**src/rtl/serial_sub_pkg.sv**
```systemverilog
// serial_sub_pkg: shared state encoding and default width for the serial subtractor
//   ST_IDLE/ST_RUN/ST_DONE - controller state codes
//   SUB_W                  - default operand width
//   state_t                - controller state type
package serial_sub_pkg;
    localparam logic [1:0] ST_IDLE = 2'd0;
    localparam logic [1:0] ST_RUN  = 2'd1;
    localparam logic [1:0] ST_DONE = 2'd2;
    localparam int SUB_W = 8;
    typedef enum logic [1:0] {
        S_IDLE = ST_IDLE,
        S_RUN  = ST_RUN,
        S_DONE = ST_DONE
    } state_t;
endpackage

```
**src/rtl/bit_sub_cell.sv**
```systemverilog
// bit_sub_cell: combinational 1-bit full subtractor computing x - y - bi
//   x, y, bi - minuend bit, subtrahend bit, borrow in
//   d, bo    - difference bit, borrow out
module bit_sub_cell (
    input  logic x,
    input  logic y,
    input  logic bi,
    output logic d,
    output logic bo
);
    assign d  = x ^ y ^ bi;
    assign bo = (~x & (y ^ bi)) | (y & bi);
endmodule

```
**src/rtl/serial_sub_ctrl.sv**
```systemverilog
// serial_sub_ctrl: bit-serial WIDTH-bit subtractor, LSB first, one cell reused per cycle
//   clk, rst          - rising-edge clock, asynchronous active-high reset
//   start, a, b, bin  - request and operands, captured on the accept edge
//   busy, done        - high while running / one-cycle completion pulse
//   diff, bout, ovf   - a - b - bin, unsigned borrow out, signed overflow (held until next done)
module serial_sub_ctrl
    import serial_sub_pkg::*;
#(
    parameter int WIDTH = SUB_W
) (
    input  logic             clk,
    input  logic             rst,
    input  logic             start,
    input  logic [WIDTH-1:0] a,
    input  logic [WIDTH-1:0] b,
    input  logic             bin,
    output logic             busy,
    output logic             done,
    output logic [WIDTH-1:0] diff,
    output logic             bout,
    output logic             ovf
);
    localparam int CW = $clog2(WIDTH);

    state_t           r_state;
    logic [WIDTH-1:0] r_sa;
    logic [WIDTH-1:0] r_sb;
    logic [WIDTH-1:0] r_sd;
    logic             r_br;
    logic [CW-1:0]    r_cnt;
    logic             w_d;
    logic             w_bo;
    logic             w_last;
    logic [WIDTH-1:0] w_sd_next;

    bit_sub_cell u_cell (
        .x  (r_sa[0]),
        .y  (r_sb[0]),
        .bi (r_br),
        .d  (w_d),
        .bo (w_bo)
    );

    // each new difference bit enters at the MSB so the LSB lands at bit 0 after WIDTH shifts
    assign w_sd_next = {w_d, r_sd[WIDTH-1:1]};
    assign w_last    = r_cnt == CW'(WIDTH - 1);

    always_ff @(posedge clk or posedge rst) begin
        if (rst) begin
            r_state <= S_IDLE;
            r_sa    <= '0;
            r_sb    <= '0;
            r_sd    <= '0;
            r_br    <= 1'b0;
            r_cnt   <= '0;
            busy    <= 1'b0;
            done    <= 1'b0;
            diff    <= '0;
            bout    <= 1'b0;
            ovf     <= 1'b0;
        end else begin
            done <= 1'b0;
            case (r_state)
                // the DONE exit edge also samples start, giving back-to-back operation
                S_IDLE, S_DONE: begin
                    if (start) begin
                        r_sa    <= a;
                        r_sb    <= b;
                        r_br    <= bin;
                        r_cnt   <= '0;
                        busy    <= 1'b1;
                        r_state <= S_RUN;
                    end else begin
                        r_state <= S_IDLE;
                    end
                end
                S_RUN: begin
                    r_sa  <= {1'b0, r_sa[WIDTH-1:1]};
                    r_sb  <= {1'b0, r_sb[WIDTH-1:1]};
                    r_sd  <= w_sd_next;
                    r_br  <= w_bo;
                    r_cnt <= r_cnt + 1'b1;
                    if (w_last) begin
                        diff    <= w_sd_next;
                        bout    <= w_bo;
                        // borrow into the MSB differs from borrow out of it on signed overflow
                        ovf     <= w_bo ^ r_br;
                        busy    <= 1'b0;
                        done    <= 1'b1;
                        r_state <= S_DONE;
                    end
                end
                default: r_state <= S_IDLE;
            endcase
        end
    end
endmodule

```
**config.mk**
```make
export PLATFORM = sky130hd
export DESIGN_NAME = serial_sub_ctrl
export DESIGN_NICKNAME = d
export VERILOG_FILES = /design/src/rtl/serial_sub_pkg.sv /design/src/rtl/bit_sub_cell.sv /design/src/rtl/serial_sub_ctrl.sv
export SDC_FILE = /design/constraint.sdc
export NUM_CORES = 1
export LEC_CHECK = 0
export BUFFER_PORTS_ARGS = -buffer_cell sky130_fd_sc_hd__buf_4
export CORE_MARGIN = 4
export CORE_UTILIZATION = 54
export DETAILED_ROUTE_END_ITERATION = 8
export GPL_TIMING_DRIVEN = 0
export PLACE_DENSITY = 0.85
export REMOVE_ABC_BUFFERS = 1
export SLEW_MARGIN = 0
export SYNTH_ARGS = -nofsm -noshare
export SYNTH_HDL_FRONTEND = slang
export SYNTH_SLANG_ARGS = --single-unit
export TNS_END_PERCENT = 30
```
**constraint.sdc**
```tcl
create_clock -name clk -period 1.6 [get_ports clk]
set_input_delay 0.48 -clock clk [delete_from_list [all_inputs] [get_ports clk]]
set_output_delay 0.48 -clock clk [all_outputs]
set_load 0.005 [all_outputs]
```
* After elaboration in Yosys (flattened, before gate mapping)
Index checks and enable logic that the tools add are counted.
** Storage, ports and cells
- Register bits after elaboration :: 42
- Input port bits :: 20
- Output and inout bits :: 12
- Word-level logic and storage cells :: 47
** Operators by class
- $add $sub $neg :: 1
- Equal/unequal tests :: 5
- Mux-type cells :: 16
- Bitwise operators :: 8
- Reduce and logical (&&, ||, !) cells :: 6
** Operators by type and width (count)
- $pmux 8 s2 :: 2
- $mux 8 :: 2
- $mux 1 :: 6
- $pmux 3 s2 :: 1
- $ne 2x2->1 const B :: 2
- $pmux 1 s2 :: 2
- $pmux 2 s2 :: 1
- $reduce_and 2->1 :: 2
- $xor 1x1->1 :: 4
- $add 3x1->3 const B :: 1
- $eq 3x3->1 const B :: 1
- $mux 3 :: 1
- $reduce_and 3->1 :: 1
- $and 1x1->1 :: 2
- $eq 2x1->1 const B :: 1
- $eq 2x2->1 const B :: 1
- $logic_not 2->1 :: 1
- $mux 2 :: 1
- $reduce_bool 2->1 :: 1
- $reduce_or 2->1 :: 1
- $not 1->1 :: 1
- $or 1x1->1 :: 1

* Longest topological paths before layout
- Depth in word-level cells :: 4
- Gate-level depth with buffers :: 6
- Depth with buffers taken out :: 5

* Modules after synthesis
From an unflattened synthesis, not the netlist that was laid out.
** Unflattened totals
- Cells, all modules :: 169
- Area, all modules :: 1900.6 µm²
** By module, submodules not included
- serial_sub_ctrl :: instances 1, cells each 166, area each 1873.0 µm², sequential area each 1026.0 µm²
- bit_sub_cell :: instances 1, cells each 3, area each 27.5 µm², sequential area each 0.0 µm²

* Worst setup path before layout
Ideal clock, no wire load.
- Path kind :: reg-to-reg
- Start :: reg r_cnt[0]
- End :: reg diff[0]
- Library setup time :: 0.125 ns
- Data arrival time :: 1.319 ns
- Required time :: 1.475 ns
- Setup slack :: 0.156 ns
- Cell stages (with the launch flop) :: 6
- Path buffers :: 1
- Clock period less this slack :: 1.444 ns
- Cells stage by stage :: dfrtp_1 > ha_1 > ha_1 > nand3b_4 > buf_6 > mux2_4
** Between the ends
- Word-level cells in the longest chain between the ends :: 2
** RTL lines
- start: declaration :: line serial_sub_ctrl.sv:30 : logic [CW-1:0] r_cnt;
- start signal: assignment :: line serial_sub_ctrl.sv:82 : r_cnt <= r_cnt + 1'b1;
- $eq 3x3->1 :: line serial_sub_ctrl.sv:46 : assign w_last = r_cnt == CW'(WIDTH - 1);
- $reduce_and 2->1 (no line)
- end signal: assignment :: line serial_sub_ctrl.sv:84 : diff <= w_sd_next;
- end: declaration :: line serial_sub_ctrl.sv:19 : output logic [WIDTH-1:0] diff,
No other way between the ends.
A chain may end at the register's enable or synchronous reset.

* Worst setup path after layout
- Start :: reg r_cnt[0]
- End :: reg bout
** Between the ends
- Word-level cells in the longest chain between the ends :: 2
** RTL lines
- $eq 3x3->1 :: line serial_sub_ctrl.sv:46
- $reduce_and 2->1 (no line)
- end signal: assignment :: line serial_sub_ctrl.sv:85 : bout <= w_bo;
- end: declaration :: line serial_sub_ctrl.sv:20 : output logic bout,
No other way between the ends.

==> flow_summary_export.csv <==
group,metric,value,unit
cts,post_cts_buffers,0,
critical_path,worst-path-max-fanout,14,
critical_path,end_kind,"register",
finish,num_antenna_cells,0,
critical_path,cp-start-kind,"register",
critical_path,rr_worst_depth,4,
critical_path,cp_slowest_cell,"dfrtp_1",
synthesis,synthMostInstantiatedCell,"dfrtp_1",
cts,clockBufferDepth,2,
sta,setup_viol,0,
drt,routed_wl,3170,um
drt,antenna_left,0,
die,rows,20,
cts,clk_pin_slew,0.11,ns
global_routing,grt_pass1_wl,5520,um
critical_path,crit_required,1.83,ns
sta,fin_worst_skew,0.00940,ns
run,maxCapViolCount,0,
critical_path,r2r_setup_slack,0.07,ns
pwr,ir_worst_vdd,1.12,mV
die,die_x,65.0,um
die,die-height,65.0,um
synthesis,synth_cells,155,
die,initial_core_util,57.1,%
drt,dr.pass1.iters,4,
placement,dp_hpwl,2150,um
synthesis,synth_seq_cells,41,
global_routing,grtUsageTotal,17.2,%
pwr,p_leak,1.00,nW
sta,holdWs,0.302,ns
global_routing,antenna_found_initial,0,
synthesis,synth_edf_count,0,
cts,post_cts_resized,2,
cts,cts_buffers,5,
sta,tightest_slew,0.834,ns
drt,wl_per_cell,13.9,um
synthesis,synth_ff_type,"dfrtp_1",
cts,hold_buffers,0,
synthesis,avgSynthCellArea,11.3,sq um
critical_path,critPathBufInv,0,
drt,vias,1209,
global_routing,grt_pass1_vias,1225,
cts,htreeDepth,2,
die,die-area,0.00423,sq mm
min_path,min_path_type,"in -> async",
outcome,status,"finished clean",
finish,finalNetCount,206,
synthesis,synth_cell_types,29,
cts,clk_latency,0.34,ns
sta,slew-limit-headroom,44.3,%
global_routing,grt_max_degree,42,
cts,clock-sinks,41,
sta,fmaxAchievable,654,MHz
synthesis,ys_top_cells_by_area,"dfrtp_1 (58%), nand2_1 (4.7%), o22ai_1 (4.6%), nor3_1 (3.4%), mux2_4 (3.4%)",
global_routing,grt.overflow.total,0,
drt,drcViolationCount,0,
die,pin_count,32,
synthesis,yosysTopAreaCellShare,58.4,%
critical_path,r2r_end,"bout",
die,core_area,0.00308,sq mm
finish,multi_input_area,637,sq um
synthesis,ys_warn_count,0,
sta,rsz0062_at_grt,"no",
finish,n_fill_cell,265,
critical_path,r2r-start,"r_cnt[0]",
synthesis,yosys-top-cells-count,"dfrtp_1 (41), nand2_1 (22), nor2_1 (14), o22ai_1 (13), nor3_1 (12)",
critical_path,cp_slowest_stage_delay,0.42,ns
critical_path,crit_type,"reg -> reg",
synthesis,seq_area_frac_synth,58.4,%
finish,syn2layout_area_growth,15.0,%
cts,cts_root_buf,"clkbuf_4",
critical_path,crit_family,"adder cells",
critical_path,crit_arrival,1.76,ns
drt,drtIter0Drc,37,
drt,via_per_inst,5.30,
critical_path,cp_common_cell,"ha_1",
placement,portBuffers,31,
synthesis,async_reset_ff_share,100,%
synthesis,syn_area,0.00176,sq mm
cts,cts_tree,"built",
sta,hold_viol,0,
finish,seq_area,0.00103,sq mm
sta,setup_tns,0,ns
sta,period_needed,1.53,ns
synthesis,yosysTopAreaCell,"dfrtp_1",
sta,maxSlewViolCount,0,
pwr,p_per_area,1910,mW/mm^2
placement,gp_congestion,0.738,
finish,drive_gt1_share,28.8,%
critical_path,path_cells,"ha_1 > ha_1 > nand3b_4 > mux2_2",
sta,min_period_over_period,95.6,%
## worst register-to-register path, stage by stage (launching register included)
cell	delay, ns
dfrtp_1	0.42
ha_1	0.21
ha_1	0.23
nand3b_4	0.21
mux2_2	0.36
## kinds of logic (layout without fill, tap and decap cells)
| group | count (synthesis) | count (layout) | synth area share, % |
|---|---|---|---|
| buf+inv | 15 | 44 | 5.63 |
| flops | 41 | 41 | 58.4 |
| mux | 10 | 10 | 7.19 |
| xor+xnor | 1 | 1 | 0.499 |
| fa+ha+maj | 3 | 3 | 2.56 |
| simple gates | 58 | 58 | 16.0 |
| compound gates | 27 | 27 | 9.69 |
## state kept, by name, indices dropped and copies added, names as in the netlist, 2 cells and up
| name | flops |
|---|---|
| diff | 8 |
| r_sa | 8 |
| r_sb | 8 |
| r_sd | 7 |
| r_cnt | 3 |
| r_state | 2 |
## power breakdown
group | internal, mW | switching [mW]
combinational | 0.778 | 0.765
clock | 0.175 | 0.305
sequential | 1.52 | 0.321
total | 2.47 | 1.39
## layer usage
metal	vias up	share of wire, %	global-route usage (%)
met4	0	1.3	6.22
met2	39	49	28.0
met1	573	44	21.3
met5	-	0	0
met3	6	6.0	5.89
li1	591	-	-
## final cells by class
class | instances | share of cell area, %
well taps | 44 | 2.73
inverters | 5 | 0.929
multi-input cells | 99 | 31.5
repair buffers | 31 | 11.5
clock buffers | 8 | 2.42
flip-flops and latches | 41 | 50.9
## how the worst max path moves through the flow
stage | from | to | slack, ns | cells after the start
floorplan | rst | bout | 0.17 | 1
CTS | r_state[0] | r_sa[6] | 0.03 | 3
finish | r_cnt[0] | bout | 0.07 | 4
global route | r_cnt[0] | bout | 0.003 | 4
detailed placement | r_state[0] | r_cnt[0] | -0.15 | 3
global placement | rst | r_sa[5] | -0.26 | 2
## cell usage in the layout, fill, tap and decap left out, drive strengths merged, types with 3 or more instances in the layout
master / n
a22o: 3
buf: 31
clkbuf: 8
dfrtp: 41
inv: 5
mux2: 9
nand2: 22
nand3: 3
nor2: 15
nor3: 12
o21ai: 7
o22ai: 13
## metrics by stage
step | worst slack (ns) | area (sq um) | utilization [%] | total power [mW] | instances
3_3_place_gp | -0.261 | 1960 | 63.8 | 3.29 | 220
3_5_place_dp | -0.151 | 1960 | 63.8 | 3.42 | 220
4_1_cts | 0.0315 | 2020 | 65.6 | 3.92 | 228
2_1_floorplan | 0.174 | 1680 | - | 2.86 | 145
5_1_grt | 0.00265 | 2020 | 65.6 | 4.22 | 228
6_report | 0.0708 | 2020 | 65.6 | 3.86 | 228
(Power assumes the default switching activity.)
